`config.mk`:
```
export PLATFORM = sky130hd
export DESIGN_NAME = rv32_mem_top
export DESIGN_NICKNAME = d
export VERILOG_FILES = /design/src/rtl/rv32_mem.sv
export SDC_FILE = /design/constraint.sdc
export NUM_CORES = 1
export LEC_CHECK = 0
export ABC_AREA = 1
export CAP_MARGIN = 20
export CORE_MARGIN = 2
export CORE_UTILIZATION = 48
export DETAILED_ROUTE_END_ITERATION = 8
export PLACE_DENSITY = 0.9
export SYNTH_ARGS = -nofsm -noshare
export SYNTH_HDL_FRONTEND = slang
export SYNTH_SLANG_ARGS = --single-unit
```
`constraint.sdc`:
```
create_clock -name clk -period 12.48 [get_ports clk]
set_input_delay 2.496 -clock clk [delete_from_list [all_inputs] [get_ports clk]]
set_output_delay 2.496 -clock clk [all_outputs]
set_load 0.005 [all_outputs]
```
`src/rtl/rv32_mem.sv`:
```
// rv32_mem_top: RV32 MEM stage with a single-outstanding req/ack data bus.
// Define RV32_MEM_TIMEOUT_EN to add an 8-bit WAIT watchdog.

module rv32_mem_lane #(
  parameter int LANE = 0
) (
  input  logic [1:0] size,   // 0 byte, 1 half, 2 word
  input  logic [1:0] off,
  input  logic [7:0] b0,
  input  logic [7:0] b1,
  input  logic [7:0] own,
  output logic       be,
  output logic [7:0] wdata
);
  localparam logic [1:0] LID = 2'(LANE);

  always_comb begin
    be    = 1'b1;
    wdata = own;
    case (size)
      2'd0: begin be = (off == LID);       wdata = b0; end
      2'd1: begin be = (off[1] == LID[1]); wdata = LID[0] ? b1 : b0; end
      default: ;
    endcase
  end
endmodule

module rv32_mem_top (
  input  logic        clk,
  input  logic        reset,
  input  logic [31:0] pc_in,
  input  logic [31:0] iw_in,
  input  logic [31:0] alu_in,
  input  logic [31:0] rs2_data_in,
  input  logic [4:0]  wb_reg_in,
  input  logic        wb_enable_in,
  input  logic        we_in,
  input  logic [1:0]  wb_src_in,
  output logic        dmem_req,
  output logic        dmem_we,
  output logic [31:0] dmem_addr,
  output logic [31:0] dmem_wdata,
  output logic [3:0]  dmem_be,
  input  logic        dmem_ack,
  input  logic [31:0] dmem_rdata,
  output logic        stall_out,
  output logic [31:0] pc_out,
  output logic [31:0] iw_out,
  output logic [31:0] wb_data_out,
  output logic [4:0]  wb_reg_out,
  output logic        wb_enable_out,
  output logic        df_wb_from_mem_wb,
  output logic [4:0]  df_wb_reg,
  output logic [31:0] df_wb_data,
  output logic        mem_err
);
  localparam int NUM_LANES = 4;

  typedef enum logic {IDLE, WAIT} state_t;
  typedef struct packed {
    logic                 we;
    logic [31:0]          addr;
    logic [31:0]          wdata;
    logic [NUM_LANES-1:0] be;
  } bus_req_t;
  typedef struct packed {
    logic [31:0] pc;
    logic [31:0] iw;
    logic [4:0]  rd;
    logic        wen;
    logic [1:0]  off;
  } mem_ctx_t;

  state_t   state, state_nxt;
  bus_req_t req_q, req_d;
  mem_ctx_t ctx;

  logic [2:0] f3;
  logic [1:0] size;
  logic       legal, misalign, is_mem, mem_ok, mem_bad, timeout;
  logic [NUM_LANES-1:0]      be_w;
  logic [NUM_LANES-1:0][7:0] wdata_w;
  logic [31:0] ld_sh, ld_data;

  assign f3     = iw_in[14:12];
  assign is_mem = (wb_src_in == 2'b01) | we_in;

  always_comb begin
    size  = 2'd2;
    legal = 1'b1;
    case (f3)
      3'b000, 3'b100: size = 2'd0;
      3'b001, 3'b101: size = 2'd1;
      3'b010:         size = 2'd2;
      default:        legal = 1'b0;
    endcase
  end

  assign misalign = ((size == 2'd1) & alu_in[0]) | ((size == 2'd2) & (|alu_in[1:0]));
  assign mem_ok   = is_mem & legal & ~misalign;
  assign mem_bad  = is_mem & ~(legal & ~misalign);

  for (genvar g = 0; g < NUM_LANES; g++) begin : g_lane
    rv32_mem_lane #(.LANE(g)) u_lane (
      .size  (size),
      .off   (alu_in[1:0]),
      .b0    (rs2_data_in[7:0]),
      .b1    (rs2_data_in[15:8]),
      .own   (rs2_data_in[8*g +: 8]),
      .be    (be_w[g]),
      .wdata (wdata_w[g])
    );
  end

  always_comb begin
    req_d.we    = we_in;
    req_d.addr  = {alu_in[31:2], 2'b00};
    req_d.wdata = wdata_w;
    req_d.be    = be_w;
  end

  // Load data uses the captured context so upstream may change once stall drops.
  assign ld_sh = dmem_rdata >> {ctx.off, 3'b000};
  always_comb begin
    ld_data = ld_sh;
    case (ctx.iw[14:12])
      3'b000:  ld_data = {{24{ld_sh[7]}}, ld_sh[7:0]};
      3'b001:  ld_data = {{16{ld_sh[15]}}, ld_sh[15:0]};
      3'b100:  ld_data = {24'h0, ld_sh[7:0]};
      3'b101:  ld_data = {16'h0, ld_sh[15:0]};
      default: ;
    endcase
  end

`ifdef RV32_MEM_TIMEOUT_EN
  logic [7:0] to_cnt;
  always_ff @(posedge clk or posedge reset) begin
    if (reset)              to_cnt <= 8'd0;
    else if (state == IDLE) to_cnt <= 8'd0;
    else                    to_cnt <= to_cnt + 8'd1;
  end
  // 255th WAIT cycle: this cycle's increment would reach 255.
  assign timeout = (state == WAIT) & ~dmem_ack & (to_cnt == 8'd254);
`else
  assign timeout = 1'b0;
`endif

  always_comb begin
    state_nxt = state;
    stall_out = 1'b0;
    mem_err   = 1'b0;
    dmem_req  = 1'b0;
    if (!reset) begin
      case (state)
        IDLE: begin
          if (mem_ok) begin
            stall_out = 1'b1;
            state_nxt = WAIT;
          end else if (mem_bad) begin
            mem_err = 1'b1;
          end
        end
        WAIT: begin
          dmem_req = ~timeout;
          if (dmem_ack || timeout) state_nxt = IDLE;
          else                     stall_out = 1'b1;
          mem_err = timeout;
        end
      endcase
    end
  end

  always_ff @(posedge clk or posedge reset) begin
    if (reset) begin
      state         <= IDLE;
      req_q         <= '0;
      ctx           <= '0;
      pc_out        <= '0;
      iw_out        <= '0;
      wb_data_out   <= '0;
      wb_reg_out    <= '0;
      wb_enable_out <= 1'b0;
    end else begin
      state <= state_nxt;
      case (state)
        IDLE: begin
          pc_out        <= pc_in;
          iw_out        <= iw_in;
          wb_reg_out    <= wb_reg_in;
          wb_data_out   <= (wb_src_in == 2'b10) ? pc_in + 32'd4 : alu_in;
          wb_enable_out <= wb_enable_in & (|wb_reg_in) & ~is_mem;
          if (mem_ok) begin
            req_q   <= req_d;
            ctx.pc  <= pc_in;
            ctx.iw  <= iw_in;
            ctx.rd  <= wb_reg_in;
            ctx.wen <= wb_enable_in;
            ctx.off <= alu_in[1:0];
          end
        end
        WAIT: begin
          if (dmem_ack || timeout) begin
            req_q         <= '0;
            pc_out        <= ctx.pc;
            iw_out        <= ctx.iw;
            wb_reg_out    <= ctx.rd;
            wb_data_out   <= ld_data;
            wb_enable_out <= ~req_q.we & ~timeout & ctx.wen & (|ctx.rd);
          end else begin
            wb_enable_out <= 1'b0;
          end
        end
      endcase
    end
  end

  assign dmem_we    = req_q.we;
  assign dmem_addr  = req_q.addr;
  assign dmem_wdata = req_q.wdata;
  assign dmem_be    = req_q.be;

  assign df_wb_from_mem_wb = wb_enable_out & (|wb_reg_out);
  assign df_wb_reg         = wb_reg_out;
  assign df_wb_data        = wb_data_out;
endmodule

```
==> flow_summary_export.csv, run 1 <==
group,metric,value,unit
placed_design,gp_congestion,0.931,
grt,grt_pass1_wl,71.4,mm
finish,largest-register,"ctx",
synthesis,synth.distinct_cells,39,
timing,slew_headroom,30.2,%
synthesis,syn_inst,1639,
grt,grt_use_total,32.6,%
finish,nets,2101,
grt,antenna_found_initial,1,
clock_network,cts.sinks,242,
synthesis,syn_area,12600,sq um
placed_design,numPortBuffers,381,
placed_design,place_area,16200,sq um
clock_network,cts_tree,"done",
worst_setup_path,crit_arrival,5730,ps
timing,fin_hold_ws,481,ps
synthesis,synth_top_family_by_area,"simple AND/OR/NAND/NOR gates",
worst_setup_path,crit_fanout,103,
timing,drv_slew,0,
finish,fill_cells,2130,
timing,fin_crit_sh,65.9,%
timing,finalWorstSetupSlack,4250,ps
pwr,swShare,31.9,%
floorplanning,start_util,48.5,%
worst_setup_path,end_kind,"output port",
worst_setup_path,worstSetupStartpointType,"primary input",
pwr,p_int,1.88,mW
outcome,status,"completed",
min_path,min_path_type,"register to register",
clock_network,htreeDepth,1,
worst_setup_path,crit_type,"primary input to output port",
routing,drc,0,
timing,setup_viol_count_final,0,
finish,drive_above_1_share,5.45,%
timing,worstMarginPinSlew,1040,ps
finish,final_cell_area,17100,sq um
clock_network,cts_resized,0,
finish,largest_reg_flops,72,
grt,grt_pass1_vias,12800,
routing,drtIter0Drc,1393,
floorplanning,io_pins,384,
pwr,leakagePower,7.86,nW
floorplanning,num_rows,59,
timing,fin_worst_skew,11.0,ps
pwr,power_frac_seq,40.0,%
timing,hold_viol,0,
routing,wl_per_cell,19.7,microns
routing,met2_length,21.7,mm
synthesis,synthAdderAreaFrac,0.0996,%
routing,wl_met1,16.7,mm
clock_network,cts_root_buf,"clkbuf_16",
grt,grt_start_max_net_pins,107,
pwr,vdd_drop_max,0.101,mV
routing,routed_wl,45.1,mm
routing,highest_layer,"met4",
synthesis,ys_seq_elements,242,
clock_network,clk_pin_slew,60,ps
clock_network,clkLatencyLatePin,530,ps
finish,syn_to_final_growth,35.8,%
clock_network,postCtsSetupRepairBufs,0,
grt,overflow,0,
clock_network,cts_buffer_depth,3,
timing,tns,0,ps
placed_design,hpwl,32.3,mm
floorplanning,coreArea,25900,sq um
floorplanning,die_area,27500,sq um
timing,min_period,8230,ps
clock_network,holdBufCountCts,0,
synthesis,synth_area_per_cell,7.67,sq um
pwr,pwr-share-comb,30.7,%
floorplanning,die_x,166,microns
pwr,pwr-share-clk,29.3,%
pwr,power.switching,880,uW
synthesis,synth_compound_area_share,10.9,%
synthesis,yosysSeqAreaShare,48.2,%
routing,vias,12800,
timing,max_freq,122,MHz
finish,final_cells,2282,
routing,dr.pass1.iters,6,
synthesis,yosys.area_share.simple,31.3,%
clock_network,cts-buffers-inserted,26,
routing,ant_nets,0,
floorplanning,dieHeight,166,microns
worst_setup_path,required,9980,ps
placed_design,placed_cells,2235,
routing,vias_per_cell,5.61,
synthesis,synth.largest_area_cell,"dfrtp_1",
routing,met3_wirelength,4.10,mm
synthesis,yosysWarnings,0,
placed_design,post-place-ws,4340,ps
run,max-cap-violations,0,
synthesis,synth_xor_area_share,0.209,%
synthesis,synth_top_area_share,48.2,%
synthesis,netlist_top_cells_area,"dfrtp_1 (48%), nand2_1 (19%), nand3_1 (5.5%)",
pwr,p_per_area,162,nW/um^2
timing,rsz0062_at_grt,"false",
synthesis,muxShareOfSynthArea,0,%
cell type report:
type | instances | area [sq um] | share of cell area, %
diodes | 2 | 5.00 | 0.0293
clock buffers | 38 | 777 | 4.55
clock inverters | 7 | 116 | 0.682
inverters | 103 | 398 | 2.33
multi-input cells | 1163 | 5390 | 31.6
flip-flops and latches | 242 | 6060 | 35.5
well taps | 335 | 419 | 2.46
repair buffers | 392 | 3910 | 22.9
metrics by stage:
| step | total power [mW] | utilization, % |
|---|---|---|
| global route | 2.90 | 65.9 |
| CTS | 2.77 | 65.9 |
| floorplan | 1.48 | - |
| global placement | 1.92 | 62.3 |
| finish | 2.76 | 65.9 |
| detailed placement | 1.95 | 62.4 |
final timing paths:
path                       slack [ps]  startpoint  cells past startpoint        end
max in group asynchronous        7620       reset                      4    ctx[71]
max                              4250   iw_in[13]                     10  stall_out
min                               480   pc_out[9]                      2  pc_out[9]
min in group asynchronous        2560       reset                      2    ctx[14]
max reg2reg                      8890       state                      7    dmem_we
min reg2reg                       480   pc_out[9]                      2  pc_out[9]
Yosys cell counts:
cell type  number
nor2_1        108
inv_1          97
nor4_1          1
inv_4           1
a22oi_1         1
buf_1           9
nand3b_1        1
clkbuf_1       48
o21ai_0       102
buf_2          19
o41ai_1         1
nor2_2          2
a22oi_2         1
inv_2           4
nand2_4         1
ha_1            1
xnor2_1         2
nand3_2        36
a21boi_0       12
nand3_1       139
xor2_1          1
clkinv_1        1
buf_4          45
dfrtp_1       242
o21ai_2         4
nand2_1       635
nand2_2         1
o211ai_1       63
a21oi_1        23
o21ai_1         9
a211oi_1        1
nor3_1          3
and2_1          2
o31ai_1         1
o221ai_1        5
buf_6          11
conb_1          1
a21boi_1        2
nand4_1         3
power groups by stage:
stage                     Sequential (mW)  Combinational, mW  Clock [mW]
after floorplan                      1.08              0.407           0
after global placement               1.10              0.820           0
after detailed placement             1.11              0.843           0
after CTS                            1.10              0.851       0.818
after global routing                 1.12              0.929       0.847
final                                1.10              0.849       0.808
cells in the final DEF, fill, tap and decap left out, types with 3 or more instances in the layout:
cell	Yosys	layout
o21ai_1	9	9
a21boi_0	12	12
o211ai_1	63	63
clkinv_2	0	3
buf_4	45	10
a21oi_1	23	23
dfrtp_1	242	241
clkbuf_8	0	6
clkbuf_16	0	27
o21ai_0	102	102
nor3_1	3	3
o21ai_2	4	4
nand3_1	139	139
nand3_2	36	36
clkbuf_1	48	5
nand4_1	3	3
clkdlybuf4s50_1	0	381
o221ai_1	5	5
bufinv_16	0	3
inv_1	97	96
nor2_1	108	107
nand2_1	635	634
inv_2	4	4
metal layers:
layer | vias to the layer above | global-route usage, %
li1 | 5810 | -
met1 | 6125 | 39.4
met2 | 734 | 55.3
met3 | 140 | 7.24
met4 | 0 | 16.2
met5 | - | 0
cells by family (layout without fill, tap and decap cells):
logic type	after synthesis	count (layout)
fa+ha+maj	1	1
compound gates	225	225
simple gates	932	932
flops	242	242
xor+xnor	3	3
buf+inv	235	540
other cells	1	4
worst max-delay path: stages:
cell	delay, ps
clkdlybuf4s50_1	1050
inv_4	140
nand2_4	140
inv_2	60
a22oi_2	420
nand2_8	490
nand2_1	210
nand2_1	90
inv_1	90
clkdlybuf4s50_1	500
Power figures use the tool's default switching activity.
==> run 2, diff against run 1 <==
- clock period: 12.48 -> 8 ns (I/O delays scaled with it)
==> run 2 against run 1 <==
Against the previous run:
- worst setup slack worse by 2500 ps
- combinational power increased by 54%
- hold slack lost 1.7 ps
- final area increased by 0.21%
- flip-flop and latch count is the same
- first-iteration DRC count is 12% higher
- via count decreased by 0.66%
- total power rose by 55%
- core utilization up 0.14 points
- register-to-register slack lost 4800 ps
- global-route usage decreased by 0.46 points
- critical path type unchanged
- highest routed layer unchanged
==> flow_summary_export.csv, run 2 (synthesis results as in run 1) <==
group,metric,value,unit
outcome,status,"completed",
floorplanning,num_rows,59,
finish,largest_reg_flops,72,
run,max-cap-violations,0,
timing,worstMarginPinSlew,1060,ps
clock_network,cts_resized,0,
clock_network,htreeDepth,1,
pwr,vdd_drop_max,0.157,mV
finish,layout_commonest_cell,"nand2_1",
worst_setup_path,crit_fanout,86,
timing,drv_slew,0,
worst_setup_path,critical_path.max_stage_delay,1110,ps
clock_network,holdBufCountCts,0,
grt,grt_pass1_vias,12500,
routing,drc,0,
worst_setup_path,end_kind,"output port",
routing,vias,12700,
floorplanning,io_pins,384,
placed_design,numPortBuffers,381,
finish,largest-register,"ctx",
worst_setup_path,crit_type,"primary input to output port",
pwr,p_per_area,250,nW/um^2
pwr,leakagePower,7.89,nW
finish,final_cell_mix,"nand2_1 (634), clkdlybuf4s50_1 (381), dfrtp_1 (241)",
finish,post-route-util,66.0,%
floorplanning,dieHeight,166,microns
timing,tns,0,ps
timing,fin_hold_ws,479,ps
clock_network,cts_tree,"done",
grt,grt_start_max_net_pins,89,
routing,dr.pass1.iters,6,
placed_design,hpwl,32.3,mm
finish,fill_cells,2168,
floorplanning,die_area,27500,sq um
timing,fin_worst_skew,12.6,ps
clock_network,cts_root_buf,"clkbuf_16",
clock_network,postCtsSetupRepairBufs,0,
clock_network,clkLatencyLatePin,530,ps
timing,min_period,6250,ps
finish,final_cell_area,17100,sq um
floorplanning,die_x,166,microns
routing,vias_per_cell,5.57,
finish,syn_to_final_growth,36.1,%
worst_setup_path,required,6400,ps
clock_network,clk_pin_slew,60,ps
clock_network,cts_buffer_depth,3,
worst_setup_path,crit_chain,"clkdlybuf4s50_1 -> inv_4 -> nand2_4 -> inv_2 -> a22oi_2 -> nand2_8 -> nand2_1 -> nand2_1 -> inv_1 -> clkdlybuf4s50_1",
routing,routed_wl,45.4,mm
grt,overflow,0,
clock_network,cts-buffers-inserted,26,
worst_setup_path,worstSetupStartpointType,"primary input",
finish,drive_above_1_share,5.74,%
finish,nets,2104,
placed_design,place_area,16200,sq um
routing,drtIter0Drc,1562,
floorplanning,coreArea,25900,sq um
grt,grt_pass1_wl,70.5,mm
timing,fin_crit_sh,78.2,%
pwr,total_power,4.28,mW
routing,wl_per_cell,19.9,microns
placed_design,gp_congestion,0.930,
timing,setup_viol_count_final,0,
floorplanning,start_util,48.5,%
worst_setup_path,crit_arrival,4650,ps
routing,ant_nets,0,
timing,rsz0062_at_grt,"false",
timing,max_freq,160,MHz
worst_setup_path,critPathSlowestCell,"clkdlybuf4s50_1",
timing,slew_headroom,29.6,%
clock_network,cts.sinks,242,
grt,grt_use_total,32.2,%
timing,hold_viol,0,
min_path,min_path_type,"register to register",
grt,antenna_found_initial,1,
run 2: cell types whose count changed in the layout (fill, tap and decap cells not counted):
cell,previous run,this run
clkbuf_8,6,8
inv_8,1,0
clkbuf_1,5,4
clkinv_4,1,0
clkinv_2,3,8
buf_12,1,0
diode_2,2,1
buf_16,0,3
buf_4,10,11
bufinv_16,3,1
run 2: critical path, delay by kind of cell:
kind / cells / cell delay (ps)
buf+inv: 5 / 1880
simple gates: 4 / 830
compound gates: 1 / 330
run 2: final timing paths:
kind	from	to	slack (ps)	cells after the start
max	iw_in[13]	stall_out	1750	10
min in group asynchronous	reset	dmem_wdata[30]	1690	3
min reg2reg	ctx[20]	ctx[20]	480	2
max in group asynchronous	reset	pc_out[28]	4990	6
min	ctx[20]	ctx[20]	480	2
max reg2reg	state	ctx[8]	4110	6
run 2: per-stage QoR:
step / setup slack, ps / cells
2_1_floorplan: 945 / 1640
3_3_place_gp: 1820 / 2235
3_5_place_dp: 1820 / 2235
4_1_cts: 1810 / 2282
5_1_grt: 1530 / 2286
6_report: 1750 / 2286
run 2: metal layers:
metal | vias up | global-route usage (%) | wire length (microns)
li1 | 5815 | - | -
met2 | 712 | 54.8 | 22300
met4 | 0 | 13.6 | 2080
met3 | 120 | 6.89 | 4030
met1 | 6078 | 39.8 | 17000
met5 | - | 0 | 0
run 2: power by group:
part           internal (mW)  switching (mW)  leakage [nW]
sequential              1.50           0.235          2.98
clock                  0.719           0.508         0.436
combinational          0.671           0.642          4.47
total                   2.89            1.39          7.89
run 2: final cells by class:
type                    instances  area (sq um)  share of cell area [%]
diodes                          1          2.50                  0.0146
clock buffers                  39           801                    4.68
clock inverters                 8          65.1                   0.380
inverters                     103           394                    2.30
multi-input cells            1163          5390                    31.5
flip-flops and latches        242          6060                    35.4
well taps                     335           419                    2.45
repair buffers                395          3980                    23.3
